`config.mk`:
```
export PLATFORM = sky130hd
export DESIGN_NAME = spm_to_mesh_dist
export DESIGN_NICKNAME = d
export VERILOG_FILES = /design/src/rtl/spm_mesh_pkg.sv /design/src/rtl/spm_to_mesh_dist_fifo.sv /design/src/rtl/spm_to_mesh_dist.sv
export SDC_FILE = /design/constraint.sdc
export NUM_CORES = 1
export LEC_CHECK = 0
export CORE_AREA = 2 2 144 146
export DETAILED_ROUTE_END_ITERATION = 6
export DIE_AREA = 0 0 146 148
export PLACE_DENSITY = 0.77
export SETUP_SLACK_MARGIN = 0.4
export SYNTH_ARGS = -nofsm -noshare
export SYNTH_HDL_FRONTEND = slang
export SYNTH_SLANG_ARGS = --single-unit
```
`constraint.sdc`:
```
create_clock -name clk -period 2.6 [get_ports clk]
set_clock_uncertainty 0.15 [all_clocks]
set_input_delay 0.52 -clock clk [delete_from_list [all_inputs] [get_ports clk]]
set_output_delay 0.52 -clock clk [all_outputs]
set_load 0.05 [all_outputs]
```
`src/rtl/spm_mesh_pkg.sv`:
```
// Shared definitions for the SPM-to-mesh distributor: routing modes,
// tag-source selector constants and the raw-mode decoder.
package spm_mesh_pkg;

  // Routing modes held in the active-mode register.
  typedef enum logic [1:0] {
    MODE_FIXED       = 2'd0,
    MODE_ROUND_ROBIN = 2'd1,
    MODE_BROADCAST   = 2'd2
  } spm_mode_e;

  // pid_sel values: tag comes from the pkt_id port or from the top of wdata.
  localparam logic PID_FROM_PORT  = 1'b0;
  localparam logic PID_FROM_WDATA = 1'b1;

  // Map the raw 2-bit mode input onto a supported mode. The reserved
  // encoding, and broadcast when it is not built in, fall back to FIXED.
  function automatic spm_mode_e decode_mode(input logic [1:0] raw, input logic bcast_en);
    spm_mode_e m;
    case (raw)
      2'd1:    m = MODE_ROUND_ROBIN;
      2'd2:    m = bcast_en ? MODE_BROADCAST : MODE_FIXED;
      default: m = MODE_FIXED;
    endcase
    return m;
  endfunction

endpackage

```
`src/rtl/spm_to_mesh_dist_fifo.sv`:
```
// Plain circular buffer used as the distributor's flit storage. It keeps
// only pointers and data; the caller guarantees it never writes when full
// and never reads when empty, and owns all occupancy accounting.
module fifo #(
  parameter int DEPTH = 4,
  parameter int WIDTH = 36
) (
  input  logic             clk,
  input  logic             rst,
  input  logic             wr_en,
  input  logic [WIDTH-1:0] wr_data,
  input  logic             rd_en,
  output logic [WIDTH-1:0] rd_data
);

  localparam int PTR_W = $clog2(DEPTH);

  logic [WIDTH-1:0] mem_q [DEPTH];
  logic [WIDTH-1:0] mem_d [DEPTH];
  logic [PTR_W-1:0] wr_ptr_q, wr_ptr_d;
  logic [PTR_W-1:0] rd_ptr_q, rd_ptr_d;

  // Pointer increment with explicit wrap so non power-of-two depths work.
  function automatic logic [PTR_W-1:0] ptr_inc(input logic [PTR_W-1:0] p);
    logic [PTR_W-1:0] n;
    if (p == PTR_W'(DEPTH - 1)) begin
      n = '0;
    end else begin
      n = p + PTR_W'(1);
    end
    return n;
  endfunction

  // Next-state for storage and pointers.
  always_comb begin
    mem_d    = mem_q;
    wr_ptr_d = wr_ptr_q;
    rd_ptr_d = rd_ptr_q;
    if (wr_en) begin
      mem_d[wr_ptr_q] = wr_data;
      wr_ptr_d        = ptr_inc(wr_ptr_q);
    end else begin
      wr_ptr_d = wr_ptr_q;
    end
    if (rd_en) begin
      rd_ptr_d = ptr_inc(rd_ptr_q);
    end else begin
      rd_ptr_d = rd_ptr_q;
    end
  end

  // State registers; reset clears the contents as well as the pointers.
  always_ff @(posedge clk) begin
    if (rst) begin
      for (int i = 0; i < DEPTH; i++) begin
        mem_q[i] <= '0;
      end
      wr_ptr_q <= '0;
      rd_ptr_q <= '0;
    end else begin
      mem_q    <= mem_d;
      wr_ptr_q <= wr_ptr_d;
      rd_ptr_q <= rd_ptr_d;
    end
  end

  assign rd_data = mem_q[rd_ptr_q];

endmodule

```
`src/rtl/spm_to_mesh_dist.sv`:
```
// SPM-to-mesh distributor: packs scratchpad words into tagged flits,
// buffers them and presents the head flit to one or more ingress PEs
// according to the active routing mode (fixed, round-robin, broadcast).
// Broadcast support is compiled in only when SPM_MESH_BCAST_EN is defined.
module spm_to_mesh_dist
  import spm_mesh_pkg::*;
#(
  parameter int SRAM_WRD_SIZE  = 32,
  parameter int PKT_ID_WIDTH   = 4,
  parameter int FIFO_WIDTH     = SRAM_WRD_SIZE + PKT_ID_WIDTH,
  parameter int FIFO_DEPTH     = 4,
  parameter int NUM_INGRESS_PE = 4
) (
  input  logic                              clk,
  input  logic                              rst,
  input  logic [1:0]                        mode,
  input  logic [$clog2(NUM_INGRESS_PE)-1:0] pe_sel,
  input  logic                              pid_sel,
  input  logic [PKT_ID_WIDTH-1:0]           pkt_id,
  input  logic                              enqueue,
  input  logic [SRAM_WRD_SIZE-1:0]          wdata,
  output logic                              full,
  output logic [$clog2(FIFO_DEPTH+1)-1:0]   occupancy,
  output logic                              overflow_err,
  input  logic                              ingress_dequeue    [NUM_INGRESS_PE],
  output logic [FIFO_WIDTH-1:0]             ingress_fifo_rdata [NUM_INGRESS_PE],
  output logic                              ingress_fifo_empty [NUM_INGRESS_PE]
);

  localparam int PE_W  = $clog2(NUM_INGRESS_PE);
  localparam int OCC_W = $clog2(FIFO_DEPTH + 1);
  localparam int LOW_W = SRAM_WRD_SIZE - PKT_ID_WIDTH;
`ifdef SPM_MESH_BCAST_EN
  localparam logic BCAST_EN = 1'b1;
`else
  localparam logic BCAST_EN = 1'b0;
`endif

  // Registered state
  spm_mode_e           mode_q, mode_d;
  logic [PE_W-1:0]     pe_sel_q, pe_sel_d;
  logic [PE_W-1:0]     rr_ptr_q, rr_ptr_d;
  logic [OCC_W-1:0]    occ_q, occ_d;
  logic                ovf_q, ovf_d;
`ifdef SPM_MESH_BCAST_EN
  logic [NUM_INGRESS_PE-1:0] served_q, served_d;
`endif

  // Combinational helpers
  logic [FIFO_WIDTH-1:0]     flit_s;
  logic [FIFO_WIDTH-1:0]     head_s;
  logic [NUM_INGRESS_PE-1:0] deq_s;
  logic [NUM_INGRESS_PE-1:0] target_s;
  logic [NUM_INGRESS_PE-1:0] port_vld_s;
  logic                      buf_empty_s;
  logic                      full_s;
  logic                      accept_s;
  logic                      pop_s;

  assign buf_empty_s = (occ_q == OCC_W'(0));
  assign full_s      = (occ_q == OCC_W'(FIFO_DEPTH));
  assign accept_s    = enqueue & ~full_s;

  // Build the flit: explicit tag, or tag from the top of wdata with the
  // vacated field filled by sign-extending the remaining payload.
  always_comb begin
    flit_s = '0;
    if (pid_sel == PID_FROM_WDATA) begin
      flit_s = {wdata[SRAM_WRD_SIZE-1 -: PKT_ID_WIDTH],
                {PKT_ID_WIDTH{wdata[LOW_W-1]}},
                wdata[LOW_W-1:0]};
    end else begin
      flit_s = {pkt_id, wdata};
    end
  end

  // Pack the per-PE dequeue strobes into a vector.
  always_comb begin
    deq_s = '0;
    for (int i = 0; i < NUM_INGRESS_PE; i++) begin
      deq_s[i] = ingress_dequeue[i];
    end
  end

  // Decide which ports currently see the head flit.
  always_comb begin
    target_s = '0;
    for (int i = 0; i < NUM_INGRESS_PE; i++) begin
      case (mode_q)
        MODE_ROUND_ROBIN: target_s[i] = (rr_ptr_q == PE_W'(i));
`ifdef SPM_MESH_BCAST_EN
        MODE_BROADCAST:   target_s[i] = ~served_q[i];
`endif
        default:          target_s[i] = (pe_sel_q == PE_W'(i));
      endcase
    end
  end

  // Pop decision; in broadcast the head leaves once every PE has taken it.
  always_comb begin
    pop_s = 1'b0;
`ifdef SPM_MESH_BCAST_EN
    served_d = served_q;
`endif
    if (buf_empty_s) begin
      pop_s = 1'b0;
    end else begin
      case (mode_q)
`ifdef SPM_MESH_BCAST_EN
        MODE_BROADCAST: begin
          if (&(served_q | deq_s)) begin
            pop_s    = 1'b1;
            served_d = '0;
          end else begin
            served_d = served_q | deq_s;
          end
        end
`endif
        default: pop_s = |(deq_s & target_s);
      endcase
    end
  end

  // Accounting, sticky overflow, round-robin pointer and config latching.
  always_comb begin
    occ_d    = occ_q;
    ovf_d    = ovf_q | (enqueue & full_s);
    rr_ptr_d = rr_ptr_q;
    mode_d   = mode_q;
    pe_sel_d = pe_sel_q;
    case ({accept_s, pop_s})
      2'b10:   occ_d = occ_q + OCC_W'(1);
      2'b01:   occ_d = occ_q - OCC_W'(1);
      default: occ_d = occ_q;
    endcase
    if (pop_s && (mode_q == MODE_ROUND_ROBIN)) begin
      if (rr_ptr_q == PE_W'(NUM_INGRESS_PE - 1)) begin
        rr_ptr_d = '0;
      end else begin
        rr_ptr_d = rr_ptr_q + PE_W'(1);
      end
    end else begin
      rr_ptr_d = rr_ptr_q;
    end
    // Routing may only change while nothing is in flight.
    if (buf_empty_s) begin
      mode_d   = decode_mode(mode, BCAST_EN);
      pe_sel_d = pe_sel;
    end else begin
      mode_d   = mode_q;
      pe_sel_d = pe_sel_q;
    end
  end

  // Control registers with synchronous reset.
  always_ff @(posedge clk) begin
    if (rst) begin
      mode_q   <= MODE_FIXED;
      pe_sel_q <= '0;
      rr_ptr_q <= '0;
      occ_q    <= '0;
      ovf_q    <= 1'b0;
`ifdef SPM_MESH_BCAST_EN
      served_q <= '0;
`endif
    end else begin
      mode_q   <= mode_d;
      pe_sel_q <= pe_sel_d;
      rr_ptr_q <= rr_ptr_d;
      occ_q    <= occ_d;
      ovf_q    <= ovf_d;
`ifdef SPM_MESH_BCAST_EN
      served_q <= served_d;
`endif
    end
  end

  fifo #(
    .DEPTH (FIFO_DEPTH),
    .WIDTH (FIFO_WIDTH)
  ) u_fifo (
    .clk     (clk),
    .rst     (rst),
    .wr_en   (accept_s),
    .wr_data (flit_s),
    .rd_en   (pop_s),
    .rd_data (head_s)
  );

  // Per-port view: only valid targets see the head, all others read idle.
  always_comb begin
    port_vld_s = '0;
    for (int i = 0; i < NUM_INGRESS_PE; i++) begin
      port_vld_s[i]         = ~buf_empty_s & target_s[i];
      ingress_fifo_empty[i] = ~port_vld_s[i];
      if (port_vld_s[i]) begin
        ingress_fifo_rdata[i] = head_s;
      end else begin
        ingress_fifo_rdata[i] = '0;
      end
    end
  end

  assign full         = full_s;
  assign occupancy    = occ_q;
  assign overflow_err = ovf_q;

endmodule

```
==> reports/metrics.cfg <==
[floorplan]
die_height_um = 148
floorplan.initialDensity_pct = 38.60
fp.coreArea_mm2 = 0.02004
rows = 52
top_level_ports = 201
horiz_die_dim_um = 146
fp.dieArea_mm2 = 0.02161

[global_routing]
grt_first_pass_wirelength_um = 38720
vias_in_the_first_global_route = 7128
globalRouteOverflowTotal = 0
grt_max_degree = 78
grt_antenna_before_repair = 0
grt_use_total_pct = 22.63

[finish]
finish.utilization_pct = 62.08
instances_no_fill = 1408
area_delta_synth_final_pct = 60.84
antennaDiodeCount = 0
final_net_count = 1182
design_area_mm2 = 0.01244
layout-drive-gt1-share_pct = 43.50

[pwr]
power.density_cell_area_mw_per_mm2 = 734.1
leakagePower_uw = 0.004757
peakVddDrop_mv = 0.5125

[timing]
post-route-period-util_pct = 102.1
report.final.slew_viol_count = 0
final-setup-viol-count = 68
max_freq_mhz = 376.8
timing.final.crit_period_ns = 2.654
rsz0062_at_grt = true
fin_ws_ns = -0.05372
worst_case_hold_slack_ns = 0.2552
tightest_slew_ns = 0.6929
hold_violations = 0
maxSlewHeadroom_pct = 53.50

[logic_synthesis]
yosys.area.top_type_share_pct = 40.63
syn-mean-instance-area_um2 = 8.537
syn-instance-count = 906
syn_area_mm2 = 0.007735
leading_cell_type_by_number_of_instances_after_synthesis = sky130_fd_sc_hd__nand2_1
synth-main-ff-cell = sky130_fd_sc_hd__dfxtp_1
yosys-top-cells-area = sky130_fd_sc_hd__dfxtp_1 41%, sky130_fd_sc_hd__and2_1 12%, sky130_fd_sc_hd__nand2_1 11%
yosys_register_bits = 157
ys_types = 36
async_flop_share_pct = 0
yosysWarningCount = 0
synth-edff-count = 0
synthTopCellsByCount = 234 x sky130_fd_sc_hd__nand2_1, 157 x sky130_fd_sc_hd__dfxtp_1, 144 x sky130_fd_sc_hd__and2_1, 123 x sky130_fd_sc_hd__a21oi_1, 42 x sky130_fd_sc_hd__nor2_1
synth_sequential_area_ratio_pct = 40.63
yosysTopAreaCell = sky130_fd_sc_hd__dfxtp_1
mappedNetlistNets = 963

[worst_setup_path]
crit_arrival_ns = 1.98
crit_type = reg -> out
timing.critical_path.max_delay_family = multiplexers
timing.critical_path.from_type = register
endpoint_kind = output pin
crit_path_max_fanout = 4
crit_required_ns = 1.93
critical_path.slowest_cell = sky130_fd_sc_hd__mux4_2
crit_path_max_incr_delay_ns = 0.55
crit_chain = buf_6, clkbuf_16, mux4_2, and2_4, buf_12
worst_setup_path_startpoint = u_fifo.rd_ptr_q[0]$_SDFFE_PP0P_
crit_buf_inv = 3
startpoint_of_the_most_critical_register_to_register_path = rr_ptr_q[1]$_SDFFE_PP0P_

[drt]
drt_drc_violations_left = 0
postRouteWirelength_um = 25650
route.detailed.wl_per_inst_um = 18.22
firstDrtPassIters = 5
drtIter0Drc = 555
post_drt_via_cell_ratio = 5.197
detailroute.via_count = 7318
ant_nets = 0

[status]
failing_checks = setup timing
outcome = complete, but fails checks

[clock_tree]
insertion_delay_ns = 0.42
clockBufferDepth = 2
tritoncts_clock_tree = yes
cts_num_sinks = 157
numCtsBuffers = 17
cell_at_the_root_of_the_clock_tree = sky130_fd_sc_hd__clkbuf_16
worst_setup_hold_path_clk_slew_ns = 0.06
cts_max_level = 4

[place]
port-buffer-count = 200
post-place-cells = 1339
dp.final_hpwl_um = 14970
detailed_place.area_mm2 = 0.01052
pre_cts_ws_ns = -0.2985
routabilityCongestion = 0.7745

[min_path]
hold_start = rst
worst_hold_path_type = in -> reg

[flow_run]
drv.max_cap_violation_count = 0

==> logic make-up after synthesis <==
kind of cell             Yosys count  synth area share (%)
adder cells (fa/ha/maj)            9                 1.553
AO/OA/AOI/OAI                    161                 12.34
flip-flops                       157                 40.63
AND/OR/NAND/NOR                  445                 27.52
buffers and inverters             83                 5.387
multiplexers                      49                 12.34
XOR/XNOR                           2                0.2265
==> final timing paths <==
check	depth (start not counted)	slack, ns	end
hold reg to reg	2	0.30	u_fifo.mem_q[6]$_SDFFE_PP0P_
hold / removal	2	0.26	occupancy[2]$_SDFFE_PP0P_
setup / recovery	5	-0.05	ingress_fifo_rdata[90]
setup reg to reg	11	0	occupancy[2]$_SDFFE_PP0P_
==> cell type report <==
class                   instances  area (um^2)
clock inverters                13        116.4
multi-input cells             667         4717
clock buffers                  19        452.9
fillers                      1542         7599
repair buffers                269         3578
inverters                      13        70.07
flip-flops and latches        157         3168
well taps                     270        337.8
==> layer usage <==
| metal | GRT usage [%] | part of all wire, % |
|---|---|---|
| met5 | 0 | 0 |
| met4 | 7.379 | 1.4 |
| met3 | 4.444 | 5.0 |
| met2 | 40.94 | 53 |
| met1 | 27.02 | 41 |
==> power breakdown <==
group / switching (uW) / total (uW) / internal (uW)
Combinational: 2210 / 3960 / 1750
Clock: 993 / 2360 / 1370
Sequential: 172 / 2810 / 2640
Total: 3380 / 9130 / 5760
==> stage by stage <==
stage | total power (uW) | TNS [ns]
after floorplan | 4804 | 0
final | 9133 | -1.979
after detailed placement | 5888 | -0.4561
after global placement | 5819 | -0.3220
after CTS | 8922 | -5.326
after global routing | 9502 | -8.904
==> repair_timing <==
item                                    in CTS  in global routing
setup buffers                               23                  7
endpoints found under the setup margin     155                152
pin swaps                                   25                 16
cloned                                       6                  1
resized for setup                          197                116
hold buffers                                 0                  0
==> state kept, by name, indices dropped and copies added, names as in the netlist <==
signal	cells
occupancy	3
u_fifo.mem_q	144
pe_sel_q	2
rr_ptr_q	2
u_fifo.wr_ptr_q	2
u_fifo.rd_ptr_q	2
overflow_err	1
mode_q	1
==> placed cells by master (no fill, tap or decap), drive strengths merged, types with 7 or more instances in the layout <==
cell type / netlist / routed
mux4: 37 / 37
clkbuf: 34 / 20
nor2: 42 / 43
a211oi: 32 / 32
nand3: 7 / 7
clkdlybuf4s50: 0 / 45
inv: 13 / 12
clkinv: 0 / 9
ha: 8 / 8
mux2i: 11 / 11
dfxtp: 157 / 157
nand2: 234 / 234
a21oi: 123 / 123
and2: 144 / 144
buf: 36 / 218
(Power assumes the default switching activity.)
